[src/rtl/regfile_read_ctrl.sv]
// rtl/regfile_read_ctrl.sv - dual-port read controller driving one-hot wordlines and capturing bitlines
// Optional write-forwarding into the captured operands: define REGREAD_BYPASS_EN.
module regfile_read_ctrl #(
  parameter int NUM_REGS = 16,
  parameter int WIDTH    = 9,
  parameter int ADDR_W   = 4
) (
  input  logic                clk,
  input  logic                rst,
  input  logic                req_valid,
  output logic                req_ready,
  input  logic [ADDR_W-1:0]   rd_addr1,
  input  logic [ADDR_W-1:0]   rd_addr2,
  output logic [NUM_REGS-1:0] ReadEnable1,
  output logic [NUM_REGS-1:0] ReadEnable2,
  input  logic [WIDTH-1:0]    Bitline1,
  input  logic [WIDTH-1:0]    Bitline2,
  input  logic                wr_en,
  input  logic [ADDR_W-1:0]   wr_addr,
  input  logic [WIDTH-1:0]    wr_data,
  output logic                rsp_valid,
  input  logic                rsp_ready,
  output logic [WIDTH-1:0]    rsp_data1,
  output logic [WIDTH-1:0]    rsp_data2
);

  typedef enum logic [1:0] {IDLE, DRIVE, RESP} state_t;

  state_t            state_q, state_d;
  logic [ADDR_W-1:0] addr1_q, addr1_d, addr2_q, addr2_d;
  logic [WIDTH-1:0]  data1_q, data1_d, data2_q, data2_d;
  logic              in_range1, in_range2;
  logic              byp1, byp2;

  assign in_range1 = (int'(addr1_q) < NUM_REGS);
  assign in_range2 = (int'(addr2_q) < NUM_REGS);

`ifdef REGREAD_BYPASS_EN
  assign byp1 = wr_en && in_range1 && (wr_addr == addr1_q);
  assign byp2 = wr_en && in_range2 && (wr_addr == addr2_q);
`else
  logic unused_wr;
  assign unused_wr = ^{wr_en, wr_addr, wr_data};
  assign byp1 = 1'b0;
  assign byp2 = 1'b0;
`endif

  always_ff @(posedge clk or negedge rst) begin
    if (!rst) begin
      state_q <= IDLE;
      addr1_q <= '0;
      addr2_q <= '0;
      data1_q <= '0;
      data2_q <= '0;
    end else begin
      state_q <= state_d;
      addr1_q <= addr1_d;
      addr2_q <= addr2_d;
      data1_q <= data1_d;
      data2_q <= data2_d;
    end
  end

  always_comb begin
    state_d = state_q;
    addr1_d = addr1_q;
    addr2_d = addr2_q;
    data1_d = data1_q;
    data2_d = data2_q;
    case (state_q)
      IDLE: begin
        if (req_valid) begin
          addr1_d = rd_addr1;
          addr2_d = rd_addr2;
          state_d = DRIVE;
        end
      end
      DRIVE: begin
        // Out-of-range ports return zero regardless of what the bus carries.
        data1_d = !in_range1 ? '0 : (byp1 ? wr_data : Bitline1);
        data2_d = !in_range2 ? '0 : (byp2 ? wr_data : Bitline2);
        state_d = RESP;
      end
      RESP: begin
        if (rsp_ready) state_d = IDLE;
      end
      default: state_d = IDLE;
    endcase
  end

  // Wordlines decode only from registered state, so they can never glitch to multi-hot.
  always_comb begin
    ReadEnable1 = '0;
    ReadEnable2 = '0;
    for (int i = 0; i < NUM_REGS; i++) begin
      ReadEnable1[i] = (state_q == DRIVE) && (addr1_q == ADDR_W'(i));
      ReadEnable2[i] = (state_q == DRIVE) && (addr2_q == ADDR_W'(i));
    end
  end

  assign req_ready = rst && (state_q == IDLE);
  assign rsp_valid = (state_q == RESP);
  assign rsp_data1 = data1_q;
  assign rsp_data2 = data2_q;

endmodule

[config.mk]
export PLATFORM = sky130hd
export DESIGN_NAME = regfile_read_ctrl
export DESIGN_NICKNAME = d
export VERILOG_FILES = /design/src/rtl/regfile_read_ctrl.sv
export SDC_FILE = /design/constraint.sdc
export NUM_CORES = 1
export LEC_CHECK = 0
export ABC_CLOCK_PERIOD_IN_PS = 5300
export CORE_MARGIN = 2
export CORE_UTILIZATION = 30
export CTS_CLUSTER_SIZE = 40
export DETAILED_ROUTE_END_ITERATION = 7
export DONT_BUFFER_PORTS = 1
export GPL_ROUTABILITY_DRIVEN = 0
export HOLD_SLACK_MARGIN = 0.12
export PLACE_DENSITY = 0.48
export SLEW_MARGIN = 25
export SYNTH_ARGS = -nofsm -noshare
export SYNTH_HDL_FRONTEND = slang
export SYNTH_SLANG_ARGS = --single-unit
[constraint.sdc]
create_clock -name clk -period 5.3 [get_ports clk]
set_clock_uncertainty 0.2 [all_clocks]
set_input_delay 1.325 -clock clk [delete_from_list [all_inputs] [get_ports clk]]
set_output_delay 1.325 -clock clk [all_outputs]
set_load 0.05 [all_outputs]
# == Word level (Yosys, flattened, before mapping) ==
# Index checks and enable logic that the tools add are counted.
# word_totals
register_bits,28
input_bits,44
output_inout_bits,52
elab_cells,80
# classes
eq_ne,34
n_mux,3
n_reduce_logical,38
# ops
op,n
$eq A4 B4 Y1 const B,16
$logic_and A1 B1 Y1,33
$eq A4 B3 Y1 const B,8
$eq A4 B2 Y1 const B,4
$eq A4 B1 Y1 const B,2
$logic_not A4 Y1,2
$pmux W2 S3,1
$mux W2,2
$reduce_and A2 Y1,2
$eq A2 B1 Y1 const B,1
$eq A2 B2 Y1 const B,1
$logic_not A2 Y1,1
$ne A2 B1 Y1 const B,1
$ne A2 B2 Y1 const B,1

# == Longest topological paths before layout ==
# Gate-level depths: netlist of run 1.
# logic_depth
depth_word,3
mapped_depth,4
mapped_depth_nobuf,2

# == Worst setup path after synthesis of run 1 ==
# Ideal clock, no wire load.
# synth_path
kind,input -> output
start,input port rst
end,output port req_ready
arrival_ns,2.471
required_ns,3.775
setup_slack_ns,1.304
path_stages,1
path_buffers,0
cell_sequence,nor3b_1
# synth_between
elab_chain_cells,1
# synth_lines
element,line_no,text
start: declaration,9,"input logic rst,"
$logic_and A1 B1 Y1,101,assign req_ready = rst && (state_q == IDLE);
end: declaration,11,"output logic req_ready,"
# No other way between the ends.

# == Final worst setup path of run 1 ==
# layout_path
start,register state_q[1]
end,output port ReadEnable1[1]
# layout_between
elab_chain_cells,2
# layout_lines
element,line_no,text
start: declaration,29,"state_t state_q, state_d;"
start signal: assignment,56,state_q <= state_d;
$eq A2 B1 Y1,96,ReadEnable1[i] = (state_q == DRIVE) && (addr1_q == ADDR_W'(i));
$logic_and A1 B1 Y1,96,
end: declaration,14,"output logic [NUM_REGS-1:0] ReadEnable1,"
# No other way between the ends.

==> results.md, run 1 <==
Clocking:
- The number of setup buffers added after CTS is 0.
- The clock tree root driver cell is sky130_fd_sc_hd__clkbuf_8.
- The longest clock path from root to sink contains 2 buffers.
- The maximum level of the CTS H-tree is 1.
- After clock tree synthesis, the clock-pin slew on the worst setup and hold paths is approximately 90 ps.
- Counting every sink on the clock net gives 28.
- TritonCTS created 3 clock buffers.
- The post-cts gate resize count is 0.
- The hold buffer count at CTS is 0.
- The clock tree from TritonCTS is done.
- The latest clock arrival within the worst-skew pair is 270 ps.

Logic synthesis:
- In the synthesized netlist, the number of instances is between 100 and 150.
- The cell area that synthesis handed to floorplanning was 1330 sq um.
- The flop and latch count out of synthesis is 28.
- After synthesis, flip-flops and latches occupy between 50 and 60% of the total area.
- By area, the combinational part of the netlist is dominated by multiplexers.
- The multiplexer share of the synthesized area is 22.0%.
- The simple-gate area share of the yosys netlist is roughly 22%.
- The synthesized netlist devotes 0.565% of its cell area to compound gates.
- The total of warnings raised by yosys is 0.
- Summing the areas of all fa, ha and maj instances in the mapped netlist gives 0% of the synthesized area.
- The post-synthesis cell type count is 17.
- The number of nets in the synthesized netlist is approximately 160.
- The synthesized design spends more area on one cell type than any other, namely sky130_fd_sc_hd__dfrtp_1.
- The xor/xnor share of the synthesized area is 0%.
- The mean post-synth cell area is 12.0 sq um.
- Yosys attributes the largest share of cell area to sky130_fd_sc_hd__dfrtp_1 (53%), sky130_fd_sc_hd__mux2_2 (22%), sky130_fd_sc_hd__nor2_1 (6.8%).
- In this run the biggest area consumer among cell types represents 52.7% of the synthesized area.

Setup path:
- The type of the worst setup path is reg2out.
- The worst endpoint required time is 3770 ps.
- The nature of the critical path endpoint is an output port.
- The largest stage delay on the critical path is between 700 and 800 ps.
- The critical-path maximum fanout is 12.
- Data on the critical path arrives at its endpoint at between 2000 and 2500 ps.
- STA classifies the critical path startpoint as a register.
- The signal on the critical path passes through or4b_4 > nor2_1.
- The slowest cell on the critical path is sky130_fd_sc_hd__nor2_1.

Global routing:
- The global-route wire length before repair is 4.05 mm.
- The final global-route overflow total is 0.
- The initial antenna violation count is 1.
- The overall fraction of global-route tracks in use is 10.1%.
- Entering global routing, the biggest net connects 30 pins.
- The via count of the first global-routing pass came to about 860.

Timing:
- At the pin with the least slew margin, the transition time is 1010 ps.
- After layout, the minimum clock period comes to 3630 ps.
- Timing would allow up to between 200 and 300 MHz.
- The post-route clock period utilization is 68.4%.
- The count of final max-slew check failures is 0.
- The worst path meets setup with 1670 ps of slack.
- The number of hold violations in the final report is 0.
- Measured against its own limit, the worst slew margin works out to between 30% and 40%.
- The final sum of negative setup slack is 0 ps.
- Setup repair after global routing left no endpoint under its margin.
- Setup violations remaining at the end of the flow were counted as 0.

Drt:
- The first TritonRoute pass finished after 2 iterations.
- The total via count after detailed routing is between 800 and 900.
- Summed over all layers, the routed wires come to about 2.7 mm.
- After detailed routing, the number of remaining DRC violations is 0.
- In this run the remaining antenna-violating nets after routing total 0.
- After detailed routing, the average wire length per cell comes to between 15 and 20 um.
- Using the TritonRoute via totals, the vias-per-cell ratio works out to about 5.2.
- The initial DRC count is 18.

Floorplanning:
- The core region area is roughly 4300 sq um.
- From left edge to right edge, the die measures between 70 and 80 um.
- The height of the die is about 71 um.
- The effective utilization at floorplan is between 30 and 40%.
- The number of I/O pins is 96.
- The floorplan row count is 24.
- The area of the die is between 4000 and 5000 sq um.

Placed design:
- The placed wire-length estimate is 2.06 mm.
- The number of buffer cells added on primary ports is 0.
- OpenSTA, run right after detailed placement, puts the worst setup slack at 1760 ps.

Power and ir drop:
- The worst vdd rail ir drop is ~280 uV.
- In this run the static leakage power is between 0.5 and 0.6 nW.
- The total power density per cell area is 775 nW/um^2.

Finish:
- The area growth from synthesis to layout is 11.2%.
- The proportion of layout cells with a drive suffix above 1 is between 30% and 40%.
- Summing all multi-input logic gate instances after layout gives between 500 and 600 sq um.
- In the final design database the tool counted between 150 and 200 nets.
- The area taken by flip-flops and latches is around 700 sq um.
- The number of fill cells in the layout is 458.

Min path:
- The type of the worst min-delay path is reg2reg.

Outcome:
- The flow ran to the end, and the final reports show no timing, DRC or antenna violations.

Job:
- Max-cap violations in this run came to 0.
[registers in the layout, indices dropped and copies added (netlist names)]
name       count
state_q        2
addr1_q        4
rsp_data2      9
addr2_q        4
rsp_data1      9
[Yosys cell counts (all sizes together)]
cell / n
or4b: 2
mux2: 26
inv: 1
nand4b: 2
nor3: 8
nand2b: 4
dfrtp: 28
a21o: 1
nor2b: 2
nand2: 2
nor2: 24
nor3b: 2
buf: 5
nand4bb: 4
[cell usage in the layout (no fill, tap or decap)]
cell type	n
sky130_fd_sc_hd__a21o_1	1
sky130_fd_sc_hd__nor3_2	2
sky130_fd_sc_hd__nor2b_2	1
sky130_fd_sc_hd__nand4bb_1	4
sky130_fd_sc_hd__or4b_4	2
sky130_fd_sc_hd__dfrtp_1	28
sky130_fd_sc_hd__nor3b_2	1
sky130_fd_sc_hd__nor3_1	6
sky130_fd_sc_hd__nor2b_1	1
sky130_fd_sc_hd__buf_4	7
sky130_fd_sc_hd__nand4b_1	2
sky130_fd_sc_hd__inv_1	1
sky130_fd_sc_hd__mux2_2	26
sky130_fd_sc_hd__nand2_1	2
sky130_fd_sc_hd__clkbuf_8	4
sky130_fd_sc_hd__nor3b_1	1
sky130_fd_sc_hd__diode_2	1
sky130_fd_sc_hd__nand2b_1	4
sky130_fd_sc_hd__nor2_1	24
[path summary, 6_finish.rpt]
kind,depth (start not counted),endpoint,start,slack (ps)
min in group asynchronous,0,rsp_data1[4]$_DFFE_PN0P_,rst,540
min reg2reg,1,addr2_q[1]$_DFFE_PN0P_,addr2_q[1]$_DFFE_PN0P_,390
min,1,addr2_q[1]$_DFFE_PN0P_,addr2_q[1]$_DFFE_PN0P_,390
max in group asynchronous,0,addr1_q[1]$_DFFE_PN0P_,rst,4290
max,2,ReadEnable1[1],state_q[1]$_DFFE_PN0P_,1670
max reg2reg,2,rsp_data2[2]$_DFFE_PN0P_,state_q[0]$_DFFE_PN0P_,3200
[where the power goes]
group | switching (W) | leakage [nW] | internal [W] | total [W]
clock | 0.0000625 | 0.0288 | 0.0000664 | 0.000129
combinational | 0.000181 | 0.227 | 0.000149 | 0.000330
sequential | 0.000369 | 0.330 | 0.000317 | 0.000686
[worst max-delay path: cells and delay by family, from the launching register on]
family / cells / cell delay (ps)
flip-flops: 1 / 510
AND/OR/NAND/NOR: 2 / 1320
[logic make-up after synthesis]
group | Yosys count
AO/OA/AOI/OAI | 1
buffers and inverters | 6
flip-flops | 28
multiplexers | 26
AND/OR/NAND/NOR | 50
[per-layer routing]
metal	routed length (um)	vias up	GRT usage, %
met3	380	0	4.13
met2	1290	67	16.6
li1	-	397	-
met4	0	0	2.52
met1	1080	418	12.4
met5	0	-	0
[stage by stage]
step	total power, W	utilization [%]	hold WS [ps]	instance area, sq um	std cells
after global placement	0.00101	32.8	356	1420	165
after detailed placement	0.00103	32.8	375	1420	165
after floorplan	0.000968	-	341	1330	111
after CTS	0.00116	34.1	396	1480	169
after global routing	0.00120	34.1	420	1480	169
final	0.00114	34.2	389	1480	170
[final cells by class]
type	instances	share of cell area (%)
clock buffer	4	3.73
tap	52	4.40
antenna	1	0.169
timing repair buffer	7	3.56
sequential	28	47.4
multi-input combinational	77	40.5
inverter	1	0.254
Power figures use the tool's default switching activity.
==> inputs of run 2 (changes only) <==
--- a/config.mk
+++ b/config.mk
@@ -5,7 +5,7 @@
 export SDC_FILE = /design/constraint.sdc
 export NUM_CORES = 1
 export LEC_CHECK = 0
-export ABC_CLOCK_PERIOD_IN_PS = 5300
+export ABC_CLOCK_PERIOD_IN_PS = 3100
 export CORE_MARGIN = 2
 export CORE_UTILIZATION = 30
 export CTS_CLUSTER_SIZE = 40
@@ -13,7 +13,7 @@
 export DONT_BUFFER_PORTS = 1
 export GPL_ROUTABILITY_DRIVEN = 0
 export HOLD_SLACK_MARGIN = 0.12
-export PLACE_DENSITY = 0.48
+export PLACE_DENSITY = 0.49
 export SLEW_MARGIN = 25
 export SYNTH_ARGS = -nofsm -noshare
 export SYNTH_HDL_FRONTEND = slang
==> constraint.sdc (replaced) <==
create_clock -name clk -period 3.1 [get_ports clk]
set_clock_uncertainty 0.2 [all_clocks]
set_input_delay 0.775 -clock clk [delete_from_list [all_inputs] [get_ports clk]]
set_output_delay 0.775 -clock clk [all_outputs]
set_load 0.05 [all_outputs]
==> run 2 against run 1 <==
Sequential power is 71% higher. Non-clock buffer count up 32. Via count rose by 13%. Highest routed layer is now met4. Global-route usage up 2.2 points. Largest cell class unchanged. Cell area up 16%. Worst hold slack better by 1.5 ps. Sequential share of layout area decreased by 6.5 points. Power increased by 75%. Setup slack lost 1300 ps. Clock power grew 47%. Largest power group unchanged. Utilization is 5.5 points higher.
==> results.md, run 2 (synthesis gave the netlist of run 1 again) <==
Outcome:
- Result of the run: complete, no violations (unchanged).

Floorplanning:
- The area of the die is 4980 sq um (unchanged).
- The height of the die is 70.6 um (unchanged).
- The core region area is 4320 sq um (unchanged).
- The floorplan row count is 24 (unchanged).
- The horizontal extent of the die is 70.6 um (unchanged).
- The effective utilization at floorplan came to 30.7% (unchanged).
- The number of I/O pins is 96 (unchanged).

Setup path:
- The type of the worst setup path is reg2out (unchanged).
- The count of buffering cells on the critical path with inverters included came to 1 (was 0).
- The worst endpoint required time was 2120 ps (was 3770 ps).
- The top cell family by delay on the critical path is simple AND/OR/NAND/NOR gates (unchanged).
- The slowest cell on the critical path is sky130_fd_sc_hd__dfrtp_1 (was sky130_fd_sc_hd__nor2_1).
- Critical path cell sequence: or4b_4 > nor2_1 > buf_4 (was or4b_4 > nor2_1).
- The critical register-to-register path endpoint is rsp_data2[3]$_DFFE_PN0P_ (was rsp_data2[2]$_DFFE_PN0P_).
- The largest stage delay on the critical path is 560 ps (was 710 ps).
- The origin of the critical flop-to-flop path is state_q[0]$_DFFE_PN0P_ (unchanged).
- The timing endpoint of the critical path is ReadEnable2[8] (was ReadEnable1[1]).
- The critical-path maximum fanout was 12 (unchanged).
- The data arrival time at the worst-slack endpoint is 1750 ps (was 2100 ps).
- The worst reg-to-reg path cell count came to 3 (was 2).
- The startpoint type of the worst setup path is a register (unchanged).
- The origin of the worst setup path is state_q[0]$_DFFE_PN0P_ (was state_q[1]$_DFFE_PN0P_).
- The nature of the critical path endpoint is an output port (unchanged).
- The number of gates on the worst path with buffers counted is 3 (was 2).
- The reg-to-reg setup timing slack is 990 ps (was 3200 ps).

Timing:
- The slew at the pin closest to its max-slew limit is 608 ps (was 1010 ps).
- The count of final max-slew check failures is 0 (unchanged).
- The minimum period implied by the final worst setup slack is ~2700 ps.
- Unrepaired setup endpoints after global routing: false (unchanged).
- The count of endpoints failing setup in the final report is 0 (unchanged).
- The minimum setup slack in the final design is 380 ps (was 1670 ps).
- The number of hold violations in the final report was 0 (unchanged).
- The final sum of negative setup slack is 0 ps (unchanged).
- The maximum operating frequency is 368 MHz.
- In the finished design, the share of the clock period the worst path needs comes to around 88%.
- The worst-case headroom to the max-slew limit is 59.4% (was 32.4%).
- The tightest hold margin is 391 ps (was 389 ps).

Drt:
- The DRC violations left is 0 (unchanged).
- The final antenna-violating net count came to 0 (unchanged).
- The number of search-and-repair iterations in the first detailed-routing pass is 4 (was 2).
- The total via count after detailed routing came to 997 (was 882).
- The mean number of vias per cell is 4.99 (was 5.19).
- The wire length per cell after detailed routing is 15.7 um (was 16.2 um).
- The final wirelength came to 3.13 mm (was 2.75 mm).
- The initial DRC count was 15 (was 18).

Finish:
- The most common library cell in the layout ignoring fill and taps was sky130_fd_sc_hd__buf_4 (was sky130_fd_sc_hd__dfrtp_1).
- The number of inserted diodes came to 0 (was 1).
- The layout net count was 194 (was 162).
- The proportion of layout cells with a drive suffix above 1 is 48.6% (was 36.8%).
- The area added between synthesis and finish is 29.0% (was 11.2%).
- Leading cell types in the layout, fill and taps excluded: sky130_fd_sc_hd__buf_4 (37), sky130_fd_sc_hd__dfrtp_1 (28), sky130_fd_sc_hd__mux2_2 (26) (was sky130_fd_sc_hd__dfrtp_1 (28), sky130_fd_sc_hd__mux2_2 (26), sky130_fd_sc_hd__nor2_1 (24)).

Power and ir drop:
- The total power density per cell area is 1170 nW/um^2 (was 775 nW/um^2).
- The worst vdd rail ir drop came to 499 uV (was 278 uV).
- The static leakage is 0.753 nW (was 0.585 nW).

Clocking:
- The clock input transition at the sequential cells of the worst setup and hold paths was 80 ps (was 90 ps).
- The CTS buffer count is 3 (unchanged).
- The maximum clock path buffer count came to 2 (unchanged).
- The maximum level of the CTS H-tree was 1 (unchanged).
- The clock tree from TritonCTS is done (unchanged).
- The number of clock sinks seen by CTS is 28 (unchanged).
- The post-cts gate resize count is 0 (unchanged).
- The latest clock arrival within the worst-skew pair is 270 ps (about the same).
- The clock tree root driver cell is sky130_fd_sc_hd__clkbuf_8 (unchanged).

Global routing:
- The initial antenna violation count is 0 (was 1).
- The global-route wire length before repair is 4.75 mm (was 4.05 mm).
- The overall fraction of global-route tracks in use is 12.3% (was 10.1%).
- The via count of the first global-routing pass is 1027 (was 861).
- The final global-route overflow total is 0 (unchanged).
- The largest net degree at the start of global routing is 29 (was 30).

Placed design:
- The number of buffer cells added on primary ports is 0 (unchanged).
- The placed wire-length estimate came to 2.43 mm (was 2.06 mm).
- The worst slack at placement is 668 ps (was 1760 ps).

Min path:
- The type of the worst min-delay path is reg2reg (unchanged).

Job:
- The max-capacitance violation count is 0 (unchanged).
==> run 2: stage by stage <==
| stage | total power (W) | utilization, % | instances | instance area (sq um) |
|---|---|---|---|---|
| final | 0.00201 | 39.6 | 200 | 1710 |
| after global routing | 0.00211 | 39.6 | 200 | 1710 |
| after CTS | 0.00203 | 39.6 | 200 | 1710 |
| after detailed placement | 0.00182 | 38.0 | 195 | 1640 |
| after global placement | 0.00179 | 38.0 | 195 | 1640 |
| after floorplan | 0.00166 | - | 111 | 1330 |
==> run 2: area by class of cell <==
| class | count | area, sq um |
|---|---|---|
| well taps | 52 | 65.1 |
| inverters | 1 | 3.75 |
| fillers | 439 | 2610 |
| repair buffers | 39 | 308 |
| multi-input cells | 77 | 596 |
| flip-flops and latches | 28 | 701 |
| clock buffers | 3 | 41.3 |
==> run 2: worst min path at each step <==
stage                                to  slack (ps)                    from  cells after the start
2_1_floorplan    addr1_q[0]$_DFFE_PN0P_         280                     rst                      0
3_3_place_gp   rsp_data1[6]$_DFFE_PN0P_         280                     rst                      0
3_5_place_dp   rsp_data1[3]$_DFFE_PN0P_         280                     rst                      0
4_1_cts          addr1_q[2]$_DFFE_PN0P_         390  addr1_q[2]$_DFFE_PN0P_                      1
5_1_grt          addr2_q[1]$_DFFE_PN0P_         420  addr2_q[1]$_DFFE_PN0P_                      1
6_report         addr1_q[2]$_DFFE_PN0P_         390  addr1_q[2]$_DFFE_PN0P_                      1
==> run 2: metal layers <==
metal | up-vias | GRT usage (%) | part of all wire (%)
met2 | 75 | 22.4 | 48
met1 | 459 | 12.5 | 36
li1 | 457 | - | -
met4 | 0 | 4.40 | 1.3
met5 | - | 0 | 0
met3 | 6 | 5.27 | 14
==> run 2: what timing repair did <==
item / CTS / global route
hold buffers: 2 / 0
hold endpoints to repair: 28 / 0
setup buffers: 0 / 0
==> run 2: power breakdown <==
group	internal (W)	switching, W
Clock	0.0000870	0.000102
Combinational	0.000310	0.000339
Sequential	0.000542	0.000627
